$ cat config.mk
export PLATFORM = sky130hd
export DESIGN_NAME = srf_write_scheduler_flat
export DESIGN_NICKNAME = d
export VERILOG_FILES = /design/src/rtl/srf_write_scheduler_if.sv /design/src/rtl/srf_write_scheduler.sv /design/src/flat_wrapper.sv
export SDC_FILE = /design/constraint.sdc
export NUM_CORES = 1
export LEC_CHECK = 0
export BUFFER_PORTS_ARGS = -buffer_cell sky130_fd_sc_hd__buf_2
export CAP_MARGIN = 40
export CELL_PAD_IN_SITES_DETAIL_PLACEMENT = 0
export CELL_PAD_IN_SITES_GLOBAL_PLACEMENT = 1
export CORE_MARGIN = 4
export CORE_UTILIZATION = 37
export CTS_BUF_LIST = sky130_fd_sc_hd__clkbuf_4 sky130_fd_sc_hd__clkbuf_8
export DETAILED_ROUTE_END_ITERATION = 10
export PLACE_DENSITY = 0.76
export SLEW_MARGIN = 5
export SYNTH_ARGS = -nofsm -noshare
export SYNTH_HDL_FRONTEND = slang
export SYNTH_SLANG_ARGS = --single-unit
$ cat constraint.sdc
create_clock -name clk -period 1.8 [get_ports clk]
set_input_delay 0.09 -clock clk [delete_from_list [all_inputs] [get_ports clk]]
set_output_delay 0.09 -clock clk [all_outputs]
set_load 0.01 [all_outputs]
$ cat src/rtl/srf_write_scheduler_if.sv
// Producer-side write request bus and the registered register-file write port.
interface srf_write_scheduler_if #(
    parameter int NUM_REQ = 3
);
    logic [NUM_REQ-1:0]    req_valid;
    logic [4*NUM_REQ-1:0]  req_dst;
    logic [16*NUM_REQ-1:0] req_data;
    logic [NUM_REQ-1:0]    req_gnt;
    logic                  wr_en;
    logic [3:0]            wr_dst;
    logic [15:0]           wr_data;

    modport master (
        output req_valid, req_dst, req_data,
        input  req_gnt, wr_en, wr_dst, wr_data
    );

    modport slave (
        input  req_valid, req_dst, req_data,
        output req_gnt, wr_en, wr_dst, wr_data
    );
endinterface

$ cat src/rtl/srf_write_scheduler.sv
// Round-robin share of the scalar RF write port (grant comb, write one cycle later, no RF backpressure)
// plus a per-register outstanding-write scoreboard; SRF_WRITE_BYPASS_EN adds commit-cycle forwarding.
module srf_write_scheduler #(
    parameter int NUM_REQ = 3,
    parameter int CNT_W   = 2
) (
    input  logic                 clk,
    input  logic                 rst,
    srf_write_scheduler_if.slave bus,
    input  logic                 sb_set,
    input  logic [3:0]           sb_set_addr,
    output logic                 sb_set_ready,
    input  logic [3:0]           rd_addr_1,
    input  logic [3:0]           rd_addr_2,
    output logic                 rd_busy_1,
    output logic                 rd_busy_2,
    output logic                 sb_err,
    output logic                 idle
`ifdef SRF_WRITE_BYPASS_EN
    ,
    output logic                 byp_hit_1,
    output logic                 byp_hit_2,
    output logic [15:0]          byp_data
`endif
);
    localparam int PTR_W = $clog2(NUM_REQ);
    localparam logic [CNT_W-1:0] CNT_MAX = '1;

    logic [PTR_W-1:0]   ptr;
    logic [PTR_W-1:0]   ptr_nxt;
    logic [PTR_W-1:0]   sel;
    logic [PTR_W-1:0]   sel_up;
    logic [PTR_W-1:0]   sel_all;
    logic [NUM_REQ-1:0] upper;
    logic [NUM_REQ-1:0] gnt;
    logic               any_gnt;
    logic [3:0]         win_dst;
    logic [15:0]        win_data;
    logic [CNT_W-1:0]   cnt [16];
    logic [15:0]        inc_vec;
    logic [15:0]        dec_vec;

    // Lowest valid index at or above ptr wins; otherwise wrap to the lowest valid index overall.
    always_comb begin
        upper   = '0;
        sel_up  = '0;
        sel_all = '0;
        for (int i = NUM_REQ - 1; i >= 0; i--) begin
            upper[i] = bus.req_valid[i] && (PTR_W'(i) >= ptr);
            if (bus.req_valid[i]) sel_all = PTR_W'(i);
            if (upper[i]) sel_up = PTR_W'(i);
        end
        any_gnt  = |bus.req_valid;
        sel      = (|upper) ? sel_up : sel_all;
        ptr_nxt  = (sel == PTR_W'(NUM_REQ - 1)) ? '0 : sel + PTR_W'(1);
        gnt      = '0;
        win_dst  = '0;
        win_data = '0;
        for (int i = 0; i < NUM_REQ; i++) begin
            if (any_gnt && sel == PTR_W'(i)) begin
                gnt[i]   = 1'b1;
                win_dst  = bus.req_dst[4*i +: 4];
                win_data = bus.req_data[16*i +: 16];
            end
        end
    end

    assign bus.req_gnt  = gnt;
    assign sb_set_ready = (cnt[sb_set_addr] != CNT_MAX);
    assign inc_vec      = (sb_set && sb_set_ready) ? (16'd1 << sb_set_addr) : 16'd0;
    assign dec_vec      = bus.wr_en ? (16'd1 << bus.wr_dst) : 16'd0;

`ifdef SRF_WRITE_BYPASS_EN
    logic commit_last;
    assign commit_last = bus.wr_en && (cnt[bus.wr_dst] == CNT_W'(1));
    assign byp_hit_1   = commit_last && (bus.wr_dst == rd_addr_1);
    assign byp_hit_2   = commit_last && (bus.wr_dst == rd_addr_2);
    assign byp_data    = bus.wr_data;
    assign rd_busy_1   = (cnt[rd_addr_1] != '0) && !byp_hit_1;
    assign rd_busy_2   = (cnt[rd_addr_2] != '0) && !byp_hit_2;
`else
    assign rd_busy_1   = (cnt[rd_addr_1] != '0);
    assign rd_busy_2   = (cnt[rd_addr_2] != '0);
`endif

    always_comb begin
        idle = !bus.wr_en;
        for (int r = 0; r < 16; r++) begin
            if (cnt[r] != '0) idle = 1'b0;
        end
    end

    always_ff @(posedge clk or posedge rst) begin
        if (rst) begin
            ptr         <= '0;
            bus.wr_en   <= 1'b0;
            bus.wr_dst  <= '0;
            bus.wr_data <= '0;
            sb_err      <= 1'b0;
            for (int r = 0; r < 16; r++) cnt[r] <= '0;
        end else begin
            bus.wr_en <= any_gnt;
            if (any_gnt) begin
                ptr         <= ptr_nxt;
                bus.wr_dst  <= win_dst;
                bus.wr_data <= win_data;
            end
            if (bus.wr_en && cnt[bus.wr_dst] == '0) sb_err <= 1'b1;
            // A reservation and a commit to the same register cancel out.
            for (int r = 0; r < 16; r++) begin
                if (inc_vec[r] && !dec_vec[r]) begin
                    cnt[r] <= cnt[r] + CNT_W'(1);
                end else if (dec_vec[r] && !inc_vec[r] && cnt[r] != '0) begin
                    cnt[r] <= cnt[r] - CNT_W'(1);
                end
            end
        end
    end
endmodule

$ cat src/flat_wrapper.sv
// flat-port wrapper written by rule: the top's interface ports become plain ports
module srf_write_scheduler_flat 
#(
    parameter int NUM_REQ = 3,
    parameter int CNT_W   = 2
)
  (clk, rst, sb_set, sb_set_addr, sb_set_ready, rd_addr_1, rd_addr_2, rd_busy_1, rd_busy_2, sb_err, idle, bus_req_valid, bus_req_dst, bus_req_data, bus_req_gnt, bus_wr_en, bus_wr_dst, bus_wr_data);
  srf_write_scheduler_if #(.NUM_REQ(NUM_REQ)) bus_i ();
  input  logic clk;
  input  logic rst;
  input  logic sb_set;
  input  logic [3:0] sb_set_addr;
  output logic sb_set_ready;
  input  logic [3:0] rd_addr_1;
  input  logic [3:0] rd_addr_2;
  output logic rd_busy_1;
  output logic rd_busy_2;
  output logic sb_err;
  output logic idle;
  input wire logic [$bits(bus_i.req_valid)-1:0] bus_req_valid;
  input wire logic [$bits(bus_i.req_dst)-1:0] bus_req_dst;
  input wire logic [$bits(bus_i.req_data)-1:0] bus_req_data;
  output wire logic [$bits(bus_i.req_gnt)-1:0] bus_req_gnt;
  output wire logic [$bits(bus_i.wr_en)-1:0] bus_wr_en;
  output wire logic [$bits(bus_i.wr_dst)-1:0] bus_wr_dst;
  output wire logic [$bits(bus_i.wr_data)-1:0] bus_wr_data;
  assign bus_i.req_valid = bus_req_valid;
  assign bus_i.req_dst = bus_req_dst;
  assign bus_i.req_data = bus_req_data;
  assign bus_req_gnt = bus_i.req_gnt;
  assign bus_wr_en = bus_i.wr_en;
  assign bus_wr_dst = bus_i.wr_dst;
  assign bus_wr_data = bus_i.wr_data;
  srf_write_scheduler #(.NUM_REQ(NUM_REQ), .CNT_W(CNT_W)) u_core (.clk(clk), .rst(rst), .bus(bus_i), .sb_set(sb_set), .sb_set_addr(sb_set_addr), .sb_set_ready(sb_set_ready), .rd_addr_1(rd_addr_1), .rd_addr_2(rd_addr_2), .rd_busy_1(rd_busy_1), .rd_busy_2(rd_busy_2), .sb_err(sb_err), .idle(idle));
endmodule
-- After elaboration in Yosys (flattened, before gate mapping)
Index checks and enable logic that the tools add are counted.
W data, S select, Z words.
- add/sub/neg operators: 33
- magnitude comparators: 7
- eq/ne operators: 3
- shift operators: 2
- mux-type cells: 79
- bitwise logic cells: 4
- reduce and logical (&&, ||, !) cells: 127
- operator list (kind ; number):
    $mux W2 ; 48
    $mux W16 ; 5
    $reduce_bool A2 Y1 ; 34
    $logic_and A1 B1 Y1 ; 56
    $add A2 B1 Y2 const B ; 17
    $logic_not A1 Y1 ; 33
    $bmux W2 S4 ; 4
    $shl A1 B4 Y16 const A ; 2
    $sub A2 B1 Y2 const B ; 16
    $ge A5 B5 Y1 const B ; 4
    $not A4 Y5 ; 4
    $mux W1 ; 19
    $mux W4 ; 3
    $reduce_or A3 Y1 ; 2
    $ge A1 B2 Y1 const A ; 2
    $logic_not A2 Y1 ; 2
    $eq A2 B1 Y1 const B ; 1
    $eq A2 B2 Y1 const B ; 1
    $ge A2 B2 Y1 const A ; 1
    $ne A2 B2 Y1 const B ; 1
- flip-flop bits (word level): 56

-- Logic depth before layout (Yosys ltp)
Gate-level depths: netlist of the first run.
- depth in word-level cells: 17
- depth in mapped cells: 6
- mapped depth without buffers: 4

-- Worst setup path after synthesis of the first run
Ideal clock, no wire load.
- path kind: reg2out
- start: register u_core.cnt[2] (netlist bit)
- end: output port idle
- arrival time: 1662 ps
- required time: 1710 ps
- path slack: 48 ps
- stages on the path, launching flop included: 5
- path buffers: 0
- cells stage by stage: dfrtp_1 > or2_1 > or4_1 > nor4_1 > and4b_1
- longest elaborated chain between the ends: 3
- ends and longest elaborated chain (what ; RTL line ; text):
    start: declaration ; srf_write_scheduler.sv:39 ; logic [CNT_W-1:0] cnt [16];
    start signal: indexed assignment ; srf_write_scheduler.sv:112 ; cnt[r] <= cnt[r] + CNT_W'(1);
    start signal: indexed assignment ; srf_write_scheduler.sv:114 ; cnt[r] <= cnt[r] - CNT_W'(1);
    $reduce_bool A2 Y1 ; srf_write_scheduler.sv:89 ; if (cnt[r] != '0) idle = 1'b0;
    $mux W1 (2 in a row) ; srf_write_scheduler.sv:89 ;
    end: declaration ; flat_wrapper.sv:19 ; output logic idle;
Every way passes these cells.

-- Worst setup path after layout of the first run
- start: register u_core.cnt[23] (netlist bit)
- end: output port idle
- longest elaborated chain between the ends: 13
- ends and longest elaborated chain (what ; RTL line):
    $reduce_bool A2 Y1 ; srf_write_scheduler.sv:89
    $mux W1 (12 in a row) ; srf_write_scheduler.sv:89
Every way passes these cells.

==> flow_summary_export.csv, run 1 <==
group,metric,value,unit
timing,timing.final.ws_setup,-0.446,ns
clocking,cts_root_buf,"clkbuf_8",
timing,rsz0062_at_grt,"true",
setup_path,worstSetupEndpointType,"output port",
finish,syn2layout_area_growth,34.2,%
logic_synthesis,synth-simple-area-share,21.3,%
setup_path,crit_required,1.71,ns
clocking,clock_latency,0.31,ns
timing,worst_pin_slew,0.524,ns
global_routing,track_usage,19.5,%
timing,fin_crit,2.25,ns
floorplan,die-area,12200,sq um
finish,fin_nets,645,
timing,hold_slack,0.0157,ns
setup_path,crit_family,"simple AND/OR/NAND/NOR gates",
logic_synthesis,synth.avg_cell_area,9.26,sq um
global_routing,antenna_found_initial,0,
clocking,clk_path_buf_depth,2,
clocking,cts-buffers-inserted,5,
outcome,violations,"setup timing",
drt,dr.pass1.iters,6,
logic_synthesis,synth_edf_count,0,
timing,post-route-period-util,125,%
setup_path,crit_arrival,2.16,ns
floorplan,start_util,37.9,%
setup_path,crit_chain,"or2_4 > or4_1 > nor4_1 > and4b_1 > buf_2",
logic_synthesis,syn-num-nets,499,
logic_synthesis,synth_compound_area_share,27.0,%
clocking,h-tree-depth,2,
timing,setup_violations,4,
job,maxCapViolations,0,
floorplan,pin_count,107,
setup_path,worst-path-max-fanout,2,
placement,place_area,4860,sq um
drt,postRouteAntennaNets,0,
logic_synthesis,yosysTopAreaCell,"dfrtp_1",
min_path,hold_path.class,"input port to flop",
logic_synthesis,synth_top_family_by_area,"compound AO/OA/AOI/OAI gates",
setup_path,start_kind,"flop",
floorplan,chipHeight,111,um
timing,slew_viol_final,0,
drt,vias,4092,
logic_synthesis,synthCells,421,
logic_synthesis,synth-main-ff-cell,"dfrtp_1",
setup_path,slowest_stage,"or4_1",
drt,drc,0,
placement,preCtsSetupSlack,-0.106,ns
drt,routedWlPerCell,17.6,um
drt,viasPerCell,5.82,
clocking,cts_tree,"yes",
floorplan,dieWidth,111,um
logic_synthesis,synth_mux_area_share,8.82,%
floorplan,rows,37,
global_routing,grt_pass1_vias,4118,
timing,fmax,445,MHz
logic_synthesis,synthAdderAreaFrac,0,%
setup_path,critical_path_class,"flop to output port",
timing,maxSlewHeadroom,65.0,%
logic_synthesis,synth-xor-area-share,1.80,%
logic_synthesis,synth_top_cell_area_share,35.9,%
global_routing,gr-total-overflow,0,
finish,drive_gt1_share,37.4,%
power_and_ir_drop,ir_drop,373,uV
global_routing,grt_max_degree,33,
logic_synthesis,yosysSeqAreaShare,35.9,%
logic_synthesis,synth.distinct_cells,54,
power_and_ir_drop,power_density,1120,nW/um^2
placement,portBuffers,106,
setup_path,slowest_delay,0.52,ns
timing,hold_viol,0,
outcome,status,"finished with violations",
finish,final_area,5240,sq um
drt,first_iter_violations,263,
finish,diodes,0,
drt,wirelength,12.4,mm
clocking,cts_sinks,56,
timing,fin_worst_skew,0.00583,ns
setup_path,crit_buf_inv,1,
logic_synthesis,postSynth.asyncResetShare,100,%
finish,fillers,976,
power_and_ir_drop,p_leak,2.47,nW
logic_synthesis,yosys_warnings,0,
clocking,path_clk_slew,0.11,ns
global_routing,grt_first_pass_wirelength,19.8,mm
placement,dp_hpwl,9.45,mm
logic_synthesis,ys_ff_latch,56,
placement,gp_congestion,0.843,
logic_synthesis,netlist_area,3900,sq um
logic_synthesis,synth_area_leaders,"dfrtp_1 36%, mux4_2 5.2%, a222oi_1 5.1%, o21ai_0 4.1%, o211ai_1 3.1%",
floorplan,core_area,10300,sq um
[sequential cells by signal (all words and copies together), names as in the netlist]
signal	flops
u_core.bus.wr_data	16
u_core.bus.wr_dst	4
u_core.bus.wr_en	1
u_core.cnt	32
u_core.ptr	2
u_core.sb_err	1
[layout by cell type, fill, tap and decap left out, types with 8 or more instances in the layout]
master and instances:
a21boi_0 11, xnor2_1 8, nor2_1 22, buf_2 105, a21oi_1 11, o22a_1 8
mux4_2 11, o21ai_0 27, inv_1 25, nand2_1 24, a2bb2oi_1 8, nand3b_1 8
o211ai_1 16, dfrtp_1 55, buf_4 46, o21bai_1 8, a222oi_1 20, and3_1 17
nand3_1 13
[through the flow]
step	power (mW)	utilization [%]	setup TNS (ns)	cells
floorplan	3.45	-	0	421
global placement	4.50	47.1	-1.11	681
detailed placement	4.58	47.2	-0.106	682
CTS	5.74	50.0	-1.25	700
global route	6.24	50.9	-1.35	703
finish	5.85	50.9	-1.02	703
[final timing paths]
check / startpoint / to / slack (ns) / depth (start not counted)
hold reg to reg: u_core.bus.wr_data[1] / u_core.bus.wr_data[1] / 0.53 / 2
min in group asynchronous: rst / u_core.bus.wr_data[4] / 0.35 / 3
max in group asynchronous: rst / u_core.sb_err / 0.88 / 4
hold / removal: bus_req_data[40] / u_core.bus.wr_data[8] / 0.02 / 3
setup / recovery: u_core.cnt[23] / idle / -0.45 / 5
setup reg to reg: u_core.cnt[26] / u_core.sb_err / 0.08 / 4
[layer usage]
metal / up-vias / wire length [um] / GRT usage [%] / share of wire [%]
met5: - / 0 / 0 / 0
met4: 0 / 292 / 6.98 / 2.4
met3: 22 / 1090 / 3.98 / 8.8
met2: 194 / 5560 / 31.2 / 45
met1: 1953 / 5420 / 26.3 / 44
li1: 1923 / - / - / -
[worst reg2reg max path, stage by stage, from the launching register on]
cell and delay [ns]:
dfrtp_1 0.39, or2_2 0.35, mux4_2 0.50, a221oi_2 0.28, or3_1 0.14
[synthesized netlist by cell type (4+ instances only)]
master / n
mux2i_1: 4
a21boi_0: 11
o21ai_0: 32
nand3_1: 16
mux4_2: 9
a222oi_1: 20
nand4b_1: 7
inv_1: 26
o2111ai_1: 4
o21bai_1: 8
and4b_1: 5
and3_1: 17
a22o_1: 5
o31ai_1: 6
xnor2_1: 8
a21oi_1: 14
nor2_1: 25
dfrtp_1: 56
nand2_1: 26
nor2b_1: 4
a2bb2oi_1: 8
nand3b_1: 8
or2_2: 5
nand2b_1: 4
buf_2: 5
nand4_1: 4
o211ai_1: 16
o22a_1: 8
clkbuf_1: 19
[layout make-up]
| class | count | area, sq um | share of cell area, % |
|---|---|---|---|
| inverter | 26 | 97.6 | 1.86 |
| sequential | 56 | 1400 | 26.8 |
| tap | 136 | 170 | 3.25 |
| clock buffer | 5 | 68.8 | 1.31 |
| timing repair buffer | 165 | 1030 | 19.6 |
| multi-input combinational | 313 | 2410 | 46.0 |
| clock inverter | 2 | 60.1 | 1.15 |
[kinds of logic after synthesis]
group,Yosys count
and+or+nand+nor,144
AOI/OAI and AO/OA,143
DFF,56
buffers and inverters,52
muxes,18
xor gates and xnor gates,8
[repair_timing]
action / in CTS / in global routing
hold buffers: 7 / 0
endpoints found under the hold margin: 29 / 0
gates resized for setup: 23 / 17
endpoints found under the setup margin: 7 / 27
buffers inserted: 5 / 7
pin swaps: 4 / 11
[power breakdown]
| part | internal, mW | total (mW) | switching (mW) |
|---|---|---|---|
| combinational | 1.52 | 2.97 | 1.46 |
| sequential | 1.61 | 1.89 | 0.281 |
| clock | 0.549 | 0.985 | 0.437 |
Note: power is estimated with default switching activity, not from simulation.
==> run 2, diff against run 1 <==
--- a/config.mk
+++ b/config.mk
@@ -13,6 +13,7 @@
 export CORE_UTILIZATION = 37
 export CTS_BUF_LIST = sky130_fd_sc_hd__clkbuf_4 sky130_fd_sc_hd__clkbuf_8
 export DETAILED_ROUTE_END_ITERATION = 10
+export MAX_ROUTING_LAYER = met4
 export PLACE_DENSITY = 0.76
 export SLEW_MARGIN = 5
 export SYNTH_ARGS = -nofsm -noshare
==> run 2 against run 1 <==
  * The flow still finishes with violations (setup timing)
  * Sequential cell count unchanged
  * Final area unchanged
  * Worst hold slack worse by 0.0052 ns
  * Routed wire length up 0.34%
  * Clock-buffer cell count unchanged
  * Non-clock buffer count unchanged
  * Worst setup slack better by 0.0029 ns
  * Core utilization unchanged
  * Via count up 0.88%
  * Clock power up 0.8%
  * Largest power group unchanged
==> flow_summary_export.csv, run 2 (synthesis gave the netlist of run 1 again) <==
group,metric,value,unit
timing,hold_viol,0,
drt,vias,4128,
setup_path,crit_required,1.71,ns
setup_path,worst-path-max-fanout,2,
power_and_ir_drop,p_leak,2.47,nW
timing,post-route-period-util,125,%
timing,finalSetupTns,-1.03,ns
drt,postRouteAntennaNets,0,
finish,reg_top3,"u_core.cnt: 32 flops, u_core.bus.wr_data: 16 flops, u_core.bus.wr_dst: 4 flops",
timing,fin_crit,2.24,ns
floorplan,core_area,10300,sq um
placement,portBuffers,106,
clocking,cts_tree,"yes",
global_routing,track_usage,20.1,%
outcome,violations,"setup timing",
setup_path,r2r-end,"u_core.sb_err",
finish,top_register,"u_core.cnt",
drt,first_iter_violations,289,
power_and_ir_drop,ir_drop,374,uV
finish,fin_nets,645,
placement,dp_hpwl,9.45,mm
finish,final_util,50.9,%
timing,timing.final.ws_setup,-0.443,ns
placement,gp_congestion,0.856,
setup_path,reg2reg_from,"u_core.cnt[31]",
setup_path,worstSetupEndpointType,"output port",
finish,final_common_cell,"buf_2",
drt,viasPerCell,5.87,
floorplan,rows,37,
finish,largest_reg_flops,32,
clocking,cts_root_buf,"clkbuf_8",
finish,layout_common_cells,"105 x buf_2, 55 x dfrtp_1, 46 x buf_4, 27 x o21ai_0, 25 x inv_1",
setup_path,critical_path_class,"flop to output port",
drt,drc,0,
clocking,cts-buffers-inserted,5,
timing,rsz0062_at_grt,"true",
setup_path,start_kind,"flop",
clocking,clk_path_buf_depth,2,
outcome,status,"finished with violations",
timing,worst_pin_slew,0.528,ns
floorplan,die-area,12200,sq um
global_routing,grt_max_degree,33,
timing,fmax,446,MHz
min_path,hold_path.class,"input port to flop",
timing,fin_worst_skew,0.00433,ns
setup_path,reg2reg_depth,4,
timing,setup_violations,4,
placement,preCtsSetupSlack,-0.106,ns
job,maxCapViolations,0,
drt,routedWlPerCell,17.7,um
setup_path,crit_end,"idle",
clocking,cts_sinks,56,
min_path,holdPathStages,3,
floorplan,chipHeight,111,um
timing,maxSlewHeadroom,64.8,%
floorplan,start_util,37.9,%
finish,syn2layout_area_growth,34.2,%
timing,slew_viol_final,0,
drt,wirelength,12.4,mm
global_routing,antenna_found_initial,0,
setup_path,regToRegSetupSlack,0.09,ns
floorplan,dieWidth,111,um
global_routing,grt_first_pass_wirelength,19.8,mm
global_routing,gr-total-overflow,0,
finish,diodes,0,
finish,drive_gt1_share,37.4,%
setup_path,crit_arrival,2.15,ns
drt,dr.pass1.iters,5,
setup_path,crit_start,"u_core.cnt[23]",
clocking,clock_latency,0.31,ns
clocking,path_clk_slew,0.11,ns
floorplan,pin_count,107,
power_and_ir_drop,power,5.86,mW
clocking,h-tree-depth,2,
power_and_ir_drop,power_density,1120,nW/um^2
global_routing,grt_pass1_vias,4127,
==> run 2: cell counts in the layout (fill, tap and decap cells not counted) <==
Identical to the previous run, type by type.
==> run 2: worst min-delay path by stage <==
stage                           from                endpoint
floorplan           bus_req_data[28]  u_core.bus.wr_data[12]
global placement                 rst   u_core.bus.wr_data[1]
detailed placement               rst   u_core.bus.wr_data[4]
CTS                 bus_req_data[45]  u_core.bus.wr_data[13]
global route        bus_req_data[36]   u_core.bus.wr_data[4]
finish              bus_req_data[45]  u_core.bus.wr_data[13]
==> run 2: report_power, final <==
group          internal (mW)  switching [mW]
Combinational           1.52            1.46
Clock                  0.549           0.445
Sequential              1.61           0.283
Total                   3.67            2.19
==> run 2: what timing repair did <==
item / CTS / global route
hold endpoints to repair: 29 / 0
setup endpoints to repair: 7 / 29
resized for setup: 23 / 17
buffers inserted: 5 / 7
hold buffers: 7 / 0
pin swaps: 4 / 11
==> run 2: final cells by class <==
type / instances / area (sq um)
Tap cell: 136 / 170
Inverter: 26 / 97.6
Clock inverter: 2 / 60.1
Sequential cell: 56 / 1400
Clock buffer: 5 / 68.8
Fill cell: 976 / 5040
Timing Repair Buffer: 165 / 1030
Multi-Input combinational cell: 313 / 2410
==> run 2: metrics by stage <==
stage / std cells / hold WS [ns] / instance area (sq um)
4_1_cts: 700 / 0.000136 / 5140
2_1_floorplan: 421 / 0.232 / 3900
5_1_grt: 703 / 0.00165 / 5240
6_report: 703 / 0.0105 / 5240
3_5_place_dp: 682 / 0.172 / 4860
3_3_place_gp: 681 / 0.163 / 4840
==> run 2: layer usage <==
| layer | share of wire [%] | global-route usage [%] | up-vias |
|---|---|---|---|
| met5 | 0 | - | - |
| met4 | 2.3 | 6.98 | 0 |
| met2 | 45 | 31.2 | 206 |
| li1 | - | - | 1919 |
| met1 | 44 | 26.9 | 1983 |
| met3 | 7.9 | 3.28 | 20 |
==> run 2: worst max-delay path, cell delays in order, from the launching register on <==
cell and delay (ns):
dfrtp_1 0.39, or2_4 0.26, or4_1 0.52, nor4_1 0.28, and4b_1 0.25, buf_2 0.14
==> run 3, diff against run 2 <==
--- a/config.mk
+++ b/config.mk
@@ -15,6 +15,7 @@
 export DETAILED_ROUTE_END_ITERATION = 10
 export MAX_ROUTING_LAYER = met4
 export PLACE_DENSITY = 0.76
+export SETUP_SLACK_MARGIN = 0.2
 export SLEW_MARGIN = 5
 export SYNTH_ARGS = -nofsm -noshare
 export SYNTH_HDL_FRONTEND = slang
==> run 3 against run 2 <==
  * The run still ends with setup timing left
  * Global-route usage up 0.68 points
  * Worst hold slack got worse by 0.0082 ns
  * Core utilization grew 4.1 points
  * Critical path type unchanged
  * Largest power group unchanged
  * Highest routed layer unchanged
==> flow_summary_export.csv, run 3 (synthesis gave the netlist of run 1 again) <==
group,metric,value,unit
power_and_ir_drop,p_sw,2.38,mW
clocking,clock_latency,0.32,ns
finish,diodes,0,
power_and_ir_drop,p_int,3.77,mW
drt,first_iter_violations,304,
clocking,h-tree-depth,2,
setup_path,worstSetupEndpointType,"output port",
floorplan,core_area,10300,sq um
placement,dp_hpwl,9.34,mm
power_and_ir_drop,power_frac_comb,54.8,%
finish,ff_latch_area,1410,sq um
setup_path,crit_required,1.71,ns
timing,finalSetupTns,-1.08,ns
floorplan,start_util,37.9,%
finish,reg_top3,"u_core.cnt: 32 flops, u_core.bus.wr_data: 16 flops, u_core.bus.wr_dst: 4 flops",
floorplan,dieWidth,111,um
timing,hold_viol,0,
timing,fin_crit,2.21,ns
finish,top_register,"u_core.cnt",
setup_path,worst-path-max-fanout,2,
job,maxCapViolations,0,
power_and_ir_drop,netSwitchingFraction,38.7,%
clocking,cts_tree,"yes",
drt,dr.pass1.iters,7,
setup_path,critical_path_class,"flop to output port",
clocking,path_clk_slew,0.11,ns
drt,wirelength,13.6,mm
global_routing,grt_pass1_vias,4152,
placement,portBuffers,106,
finish,drive_gt1_share,46.3,%
setup_path,start_kind,"flop",
drt,viasPerCell,5.81,
timing,fin_worst_skew,0.00479,ns
global_routing,gr-total-overflow,0,
timing,post-route-period-util,123,%
finish,fillers,931,
power_and_ir_drop,clockPowerShare,14.2,%
timing,hold_slack,0.00228,ns
drt,postRouteAntennaNets,0,
clocking,cts_root_buf,"clkbuf_8",
global_routing,grt_max_degree,57,
timing,fmax,453,MHz
outcome,violations,"setup timing",
floorplan,pin_count,107,
finish,fin_nets,673,
global_routing,antenna_found_initial,0,
power_and_ir_drop,power_density,1090,nW/um^2
power_and_ir_drop,ir_drop,394,uV
drt,vias,4255,
finish,largest_reg_flops,32,
finish,final_util,55.1,%
timing,timing.final.ws_setup,-0.408,ns
drt,routedWlPerCell,18.6,um
finish,layout_common_cells,"105 x buf_2, 57 x buf_4, 48 x dfrtp_1, 25 x nand2_1, 24 x inv_1",
finish,final_area,5660,sq um
timing,slew_viol_final,0,
global_routing,grt_first_pass_wirelength,20.6,mm
timing,rsz0062_at_grt,"true",
clocking,cts_sinks,56,
finish,syn2layout_area_growth,45.1,%
power_and_ir_drop,p_leak,2.58,nW
timing,worst_pin_slew,0.509,ns
drt,drc,0,
placement,place_area,4880,sq um
power_and_ir_drop,seqPwrFrac,31.0,%
finish,multi_input_area,2620,sq um
global_routing,track_usage,20.8,%
clocking,clk_path_buf_depth,2,
timing,setup_violations,4,
power_and_ir_drop,power,6.15,mW
placement,gp_congestion,0.880,
finish,final_common_cell,"buf_2",
floorplan,chipHeight,111,um
setup_path,crit_arrival,2.12,ns
min_path,hold_path.class,"input port to flop",
outcome,status,"finished with violations",
timing,maxSlewHeadroom,66.1,%
floorplan,rows,37,
floorplan,die-area,12200,sq um
clocking,cts-buffers-inserted,5,
run 3: cell types whose count changed in the layout (fill, tap and decap cells not counted), moves of 5 or more:
cell and delta:
o21ai_1 +7, nor2_1 -9, nor2_4 +5, and3_1 -8
a2bb2oi_2 +5, dfrtp_2 +7, dlygate4sd3_1 +7, dfrtp_1 -7
o21ai_0 -8, buf_4 +11, and3_4 +7, a2bb2oi_1 -5
run 3: timing repair:
item / CTS / global route
hold endpoints to repair: 66 / 0
cloned: 1 / 3
pin swaps: 12 / 27
resized for setup: 29 / 66
hold buffers: 14 / 0
setup endpoints to repair: 44 / 54
setup buffers: 16 / 9
run 3: per-layer routing:
layer / GRT usage, % / share of wire, %
met2: 33.2 / 49
met1: 27.4 / 43
met4: 5.34 / 1.4
met3: 4.04 / 7.2
met5: - / 0
run 3: cell type report:
| cell class | count | share of cell area [%] |
|---|---|---|
| Timing Repair Buffer | 189 | 22.1 |
| Inverter | 26 | 1.72 |
| Clock buffer | 5 | 1.22 |
| Multi-Input combinational cell | 317 | 46.3 |
| Clock inverter | 3 | 0.752 |
| Tap cell | 136 | 3.01 |
| Sequential cell | 56 | 24.9 |
run 3: path summary, 6_finish.rpt:
path | from | endpoint | slack (ns) | depth (start not counted)
max | u_core.cnt[3] | idle | -0.41 | 5
min | bus_req_data[41] | u_core.bus.wr_data[9] | 0.002 | 3
max reg2reg | u_core.bus.wr_dst[3] | u_core.cnt[30] | 0.12 | 4
min reg2reg | u_core.cnt[12] | u_core.cnt[12] | 0.53 | 1
max in group asynchronous | rst | u_core.cnt[12] | 1.17 | 4
min in group asynchronous | rst | u_core.cnt[4] | 0.35 | 4
run 3: power by group through the flow:
stage / Sequential, mW / Combinational, mW / Clock (mW)
final: 1.91 / 3.37 / 0.872
after global routing: 1.95 / 3.65 / 0.926
after CTS: 1.88 / 2.97 / 0.881
after detailed placement: 1.94 / 2.67 / 0
after global placement: 1.93 / 2.61 / 0
after floorplan: 2.00 / 1.50 / 0
run 3: critical path, stage by stage (launching register included):
cell and delay [ns]:
dfrtp_1 0.39, or2_1 0.24, or4_4 0.54, nor4_2 0.24, and4b_1 0.24, buf_2 0.14
run 3: per-stage QoR:
| step | std cells | setup WS, ns |
|---|---|---|
| CTS | 720 | -0.439 |
| detailed placement | 681 | -0.0763 |
| floorplan | 421 | 0.0853 |
| global route | 732 | -0.496 |
| finish | 732 | -0.408 |
| global placement | 680 | -0.0632 |
